[config.mk]
export PLATFORM = sky130hd
export DESIGN_NAME = alu_mul_sequencer
export DESIGN_NICKNAME = d
export VERILOG_FILES = /design/src/rtl/alu_mul_sequencer.sv
export SDC_FILE = /design/constraint.sdc
export NUM_CORES = 1
export LEC_CHECK = 0
export ABC_AREA = 1
export BUFFER_PORTS_ARGS = -buffer_cell sky130_fd_sc_hd__buf_2
export CORE_ASPECT_RATIO = 1.4
export CORE_UTILIZATION = 30
export DETAILED_ROUTE_END_ITERATION = 7
export PLACE_DENSITY_LB_ADDON = 0.25
export SKIP_CTS_REPAIR_TIMING = 1
export SYNTH_ARGS = -nofsm -noshare
export SYNTH_HDL_FRONTEND = slang
export SYNTH_SLANG_ARGS = --single-unit
[constraint.sdc]
create_clock -name clk -period 2.81 [get_ports clk]
set_input_delay 0.562 -clock clk [delete_from_list [all_inputs] [get_ports clk]]
set_output_delay 0.562 -clock clk [all_outputs]
set_load 0.005 [all_outputs]
[src/rtl/alu_mul_sequencer.sv]
// Shift-add 8x8->16 multiply sequencer that issues ops to an external registered ALU.
// Define MULSEQ_SKIP_ZERO_EN to skip the ADD pair on zero multiplier bits.
module alu_mul_sequencer (
  input  logic        clk,
  input  logic        rst,
  input  logic        start,
  input  logic [7:0]  mcand,
  input  logic [7:0]  mplier,
  output logic        busy,
  output logic        done,
  output logic [15:0] product,
  output logic        zero,
  output logic [3:0]  alu_funsel,
  output logic [7:0]  alu_a,
  output logic [7:0]  alu_b,
  input  logic [7:0]  alu_out
);

  localparam logic [3:0] FS_PASS = 4'b0000;
  localparam logic [3:0] FS_ADD  = 4'b0100;
  localparam logic [3:0] FS_LSR  = 4'b1100;
  localparam logic [3:0] FS_CSR  = 4'b1111;

`ifdef MULSEQ_SKIP_ZERO_EN
  localparam bit SKIP_ZERO = 1'b1;
`else
  localparam bit SKIP_ZERO = 1'b0;
`endif

  typedef enum logic [2:0] {
    S_IDLE, S_ADD_OP, S_ADD_HOLD, S_SHH_OP, S_SHH_HOLD, S_SHL_OP, S_SHL_HOLD, S_DONE
  } state_t;

  state_t      state_q, state_d;
  logic [7:0]  hi_q, hi_d, lo_q, lo_d, mc_q, mc_d;
  logic [2:0]  cnt_q, cnt_d;
  logic [15:0] product_q, product_d;
  logic        zero_q, zero_d;
  logic [3:0]  alu_funsel_q, alu_funsel_d;
  logic [7:0]  alu_a_q, alu_a_d, alu_b_q, alu_b_d;

  always_ff @(posedge clk or posedge rst) begin
    if (rst) begin
      state_q      <= S_IDLE;
      hi_q         <= '0;
      lo_q         <= '0;
      mc_q         <= '0;
      cnt_q        <= '0;
      product_q    <= '0;
      zero_q       <= 1'b0;
      alu_funsel_q <= FS_PASS;
      alu_a_q      <= '0;
      alu_b_q      <= '0;
    end else begin
      state_q      <= state_d;
      hi_q         <= hi_d;
      lo_q         <= lo_d;
      mc_q         <= mc_d;
      cnt_q        <= cnt_d;
      product_q    <= product_d;
      zero_q       <= zero_d;
      alu_funsel_q <= alu_funsel_d;
      alu_a_q      <= alu_a_d;
      alu_b_q      <= alu_b_d;
    end
  end

  // Each HOLD-ending edge captures the ALU result of the preceding OP cycle.
  always_comb begin
    state_d   = state_q;
    hi_d      = hi_q;
    lo_d      = lo_q;
    mc_d      = mc_q;
    cnt_d     = cnt_q;
    product_d = product_q;
    zero_d    = zero_q;
    case (state_q)
      S_IDLE: begin
        if (start) begin
          mc_d    = mcand;
          lo_d    = mplier;
          hi_d    = '0;
          cnt_d   = '0;
          state_d = (SKIP_ZERO && !mplier[0]) ? S_SHH_OP : S_ADD_OP;
        end
      end
      S_ADD_OP:   state_d = S_ADD_HOLD;
      S_ADD_HOLD: begin
        hi_d    = alu_out;
        state_d = S_SHH_OP;
      end
      S_SHH_OP:   state_d = S_SHH_HOLD;
      S_SHH_HOLD: begin
        hi_d    = alu_out;
        state_d = S_SHL_OP;
      end
      S_SHL_OP:   state_d = S_SHL_HOLD;
      S_SHL_HOLD: begin
        lo_d  = alu_out;
        cnt_d = cnt_q + 3'd1;
        if (cnt_q == 3'd7) begin
          product_d = {hi_q, alu_out};
          zero_d    = ({hi_q, alu_out} == 16'h0000);
          state_d   = S_DONE;
        end else begin
          state_d = (SKIP_ZERO && !alu_out[0]) ? S_SHH_OP : S_ADD_OP;
        end
      end
      S_DONE:  state_d = S_IDLE;
      default: state_d = S_IDLE;
    endcase
  end

  // ALU drive is registered from the next state so it lines up with the OP/HOLD cycle.
  always_comb begin
    alu_funsel_d = FS_PASS;
    alu_a_d      = '0;
    alu_b_d      = '0;
    case (state_d)
      S_ADD_OP: begin
        alu_funsel_d = FS_ADD;
        alu_a_d      = hi_d;
        alu_b_d      = lo_d[0] ? mc_d : 8'h00;
      end
      S_SHH_OP: begin
        alu_funsel_d = (SKIP_ZERO && !lo_d[0]) ? FS_LSR : FS_CSR;
        alu_a_d      = hi_d;
      end
      S_SHL_OP: begin
        alu_funsel_d = FS_CSR;
        alu_a_d      = lo_d;
      end
      S_ADD_HOLD, S_SHH_HOLD, S_SHL_HOLD: begin
        alu_a_d = alu_a_q;
        alu_b_d = alu_b_q;
      end
      default: ;
    endcase
  end

  assign busy       = (state_q != S_IDLE);
  assign done       = (state_q == S_DONE);
  assign product    = product_q;
  assign zero       = zero_q;
  assign alu_funsel = alu_funsel_q;
  assign alu_a      = alu_a_q;
  assign alu_b      = alu_b_q;

endmodule
# Word level (Yosys, flattened, before mapping)
# Index checks and enable logic that the tools add are counted.
word_totals:
  ff_bits: 67
  input_bits: 27
  out_inout_bits: 39
  elab_cells: 51
op_classes:
  add_sub_neg: 1
  eq_ne: 15
  muxes: 15
  n_reduce_logical: 10
op_table:
  columns: ["cell", "n"]
  rows:
  - ["8-bit one-hot mux with 2 select lines", 3]
  - ["8-bit two-way mux", 5]
  - ["3-bit equality test, second input constant", 8]
  - ["3-bit one-hot mux with 8 select lines", 1]
  - ["8-bit one-hot mux with 3 select lines", 1]
  - ["16-bit zero test", 1]
  - ["3-bit by 2-bit equality test with 1-bit output, second input constant", 4]
  - ["3-bit two-way mux", 3]
  - ["4-bit one-hot mux with 2 select lines", 1]
  - ["3-bit by 1-bit equality test with 1-bit output, second input constant", 2]
  - ["3-bit one-hot mux with 2 select lines", 1]
  - ["2-bit OR reduction", 3]
  - ["2-bit AND reduction", 2]
  - ["3-bit by 1-bit adder with 3-bit output, second input constant", 1]
  - ["3-bit zero test", 1]
  - ["3-bit nonzero test", 1]
  - ["3-bit OR reduction", 1]
  - ["2-bit != test, second input constant", 1]
  - ["2-bit nonzero test", 1]

# Logic depth before layout (Yosys ltp)
logic_depth:
  depth_word: 6
  mapped_depth: 9
  mapped_depth_nobuf: 9

# Worst setup path after synthesis
# No wires, ideal clock.
synth_path:
  kind: "flip-flop to output port"
  startpoint: "reg state_q[1]"
  endpoint: "out busy"
  arrival_time_ps: 914
  required_ps: 2248
  path_slack_ps: 1334
  path_stages_with_launch: 4
  path_buffers: 1
  cell_sequence: "dfrtp_1 > nor2_1 > clkbuf_1 > nand2_1"
synth_via:
  elab_chain_cells: 1
synth_lines:
  columns: ["item", "line", "source"]
  rows:
  - ["from (decl)", "34", "state_t state_q, state_d;"]
  - ["from (signal assigned)", "55", "state_q <= state_d;"]
  - ["3-bit nonzero test", "141", "assign busy = (state_q != S_IDLE);"]
  - ["to (decl)", "9", "output logic busy,"]
# Every way passes these cells.

# Worst setup path after layout
layout_path:
  startpoint: "reg state_q[2]"
  endpoint: "reg alu_b_q[5] (netlist: alu_b[5])"
layout_via:
  elab_cells_between_ends: 19
  classes_between: "11 x eq/ne; 6 x mux; 2 x reduce/logical"
layout_lines:
  columns: ["item", "line", "source"]
  rows:
  - ["3-bit equality test or 3-bit zero test (tied branches)", "77", "case (state_q)"]
  - ["8-bit one-hot mux with 2 select lines (*)", "77", null]
  - ["net lo_d[0]", "35", "logic [7:0] hi_q, hi_d, lo_q, lo_d, mc_q, mc_d;"]
  - ["8-bit two-way mux (*)", "123", "alu_b_d = lo_d[0] ? mc_d : 8'h00;"]
  - ["8-bit one-hot mux with 2 select lines (*)", "119", "case (state_d)"]
  - ["to (signal assigned)", "64", "alu_b_q <= alu_b_d;"]
  - ["to (decl)", "40", "logic [7:0] alu_a_q, alu_a_d, alu_b_q, alu_b_d;"]
# The timed path passes the listed nets; every way through them passes the cells marked *.
# A chain may end at the register's enable or synchronous reset.

==> out/results.ini <==
[floorplanning]
dieArea_mm2=0.00989
rows=41
die_x_um=84.3
io_pins=66
start_util_pct=31.2
core_mm2=0.00913
fp.dieH_um=117

[sta]
slew_violations=0
holdWs_ps=323
min_period_ps=2030
rsz0062_at_grt=no
setup_viol=0
worst_slew_pin_slew_ps=741
clock_skew_ps=10.9
fin_tns_setup_ps=0
maxSlewHeadroom_pct=50.6
finalCritPeriodShare_pct=72.3
hold_violations=0
max_freq_mhz=492

[grt]
grt_start_max_net_pins=37
grt_remaining_overflow=0
grtUsageTotal_pct=16.4
grt_pass1_wl_um=12000
antenna_found_initial=0
grt_pass1_vias=2439

[synth]
ys_seq_area_share_pct=57.1
synth_top_area_share_pct=57.1
async_flop_share_pct=100
ys_warn_count=0
synth-seq-cells=65
yosys.area.top_type=dfrtp_1
synthesis.nets=371
synth.distinct_cells=22
ys.flop_type=dfrtp_1
synth_edf_count=0
synth_area_per_cell_um2=8.32
synthesis.area_mm2=0.00285
yosys-top-cells-area=dfrtp_1, nand2_1, inv_1
netlist_instances=342

[finish]
most-common-layout-cells=nand2_1, dfrtp_1, buf_2
layout_commonest_cell=nand2_1
fillers=975
layout-drive-gt1-share_pct=23.2
num_antenna_cells=0
final_cells=520
areaGrowthSynthToFinish_pct=25.1
final_nets=437

[detailed_routing]
vias=2409
drt-total-wl_um=7200
drcViolationCount=12
first_iter_violations=197
vias_per_cell=4.63
first_pass_iters=7
postRouteAntennaNets=0
wire_per_inst_um=13.9

[run_status]
violations=design-rule violations
status=finished, violations left

[worst_setup_path]
cp.required_ps=3030
critPathMaxFanout=13
r2r_setup_slack_ps=780
startpoint_type=flip-flop
arrival_ps=2250
critPathKind=flip-flop to flip-flop
crit_path_end_kind=flip-flop

[clocking]
path_clk_slew_ps=60
cts-htree-levels=3
ctsLongestPathBuffers=2
numCtsBuffers=9
cts_tree=built
cts_root_buf=clkbuf_16
worstSkewPairLatency_ps=330
cts.sinks=65

[pwr]
p_leak_nw=2.00
power_mw=2.90
power.density_mw_per_mm2=816
irDropWorstVdd_v=0.000356

[place]
numPortBuffers=65
gp_congestion=0.808
dp_hpwl_um=5470
placed_cells=504

[min_path]
hold_path.class=input port to async pin

[flow_run]
maxCapViolations=0

[synthesized netlist by cell type (3+ instances only)]
master	n
nand2_1	136
inv_1	39
o21ai_1	15
buf_2	7
clkbuf_1	3
nand3_1	18
nand4_1	18
nor2_1	18
dfrtp_1	65
inv_2	5
[layer usage]
metal  vias to the layer above  track usage [%]  wire (um)
met4                         0             7.47        165
met2                        79             29.8       3750
met1                      1111             18.4       2930
met3                        12             3.79        360
met5                         -                0          0
li1                       1207                -          -
[stage by stage]
step	setup WS, ps	instance area (um^2)	util, %
final	779	3560	39.0
after detailed placement	757	3270	35.8
after global placement	773	3270	35.8
after global routing	555	3560	39.0
after CTS	748	3560	39.0
after floorplan	622	2850	-
[report_power, final]
part	switching (mW)	internal, mW	leakage, nW
Clock	0.393	0.681	0.146
Combinational	0.414	0.211	1.06
Sequential	0.109	1.10	0.803
Total	0.916	1.99	2.00
[critical path, cell delays in order (launching register included)]
cell	delay (ps)
dfrtp_1	590
inv_2	200
nand3_1	450
inv_2	150
nand2_1	140
nand3_2	200
nand2_1	140
nand2_1	50
[flip-flops by register name (all words and copies together) (netlist names)]
signal / count
lo_q: 8
alu_b: 8
hi_q: 8
cnt_q: 3
state_q: 3
mc_q: 8
alu_funsel: 2
zero: 1
product: 16
alu_a: 8
[logic make-up after synthesis]
family	synth area share, %
adder cells (fa/ha/maj)	0.879
AND/OR/NAND/NOR	29.5
buffers and inverters	7.96
AO/OA/AOI/OAI	4.57
flip-flops	57.1
[layout make-up]
class	count	area, um^2	area share [%]
well taps	107	134	3.76
multi-input cells	221	993	27.9
clock inverters	6	58.8	1.65
clock buffers	10	229	6.43
repair buffers	67	353	9.91
flip-flops and latches	65	1630	45.7
inverters	44	165	4.64
[path summary, 6_finish.rpt]
kind	endpoint	start	depth (start not counted)
worst max-delay path	alu_b[5]	state_q[2]	7
worst min-delay path	cnt_q[1]	rst	2
worst max register to register	alu_b[5]	state_q[2]	7
worst min register to register	zero	zero	2
max in group asynchronous	zero	rst	3
min in group clk	lo_q[3]	mplier[3]	3
No activity file was read; power rests on OpenSTA's default activity.
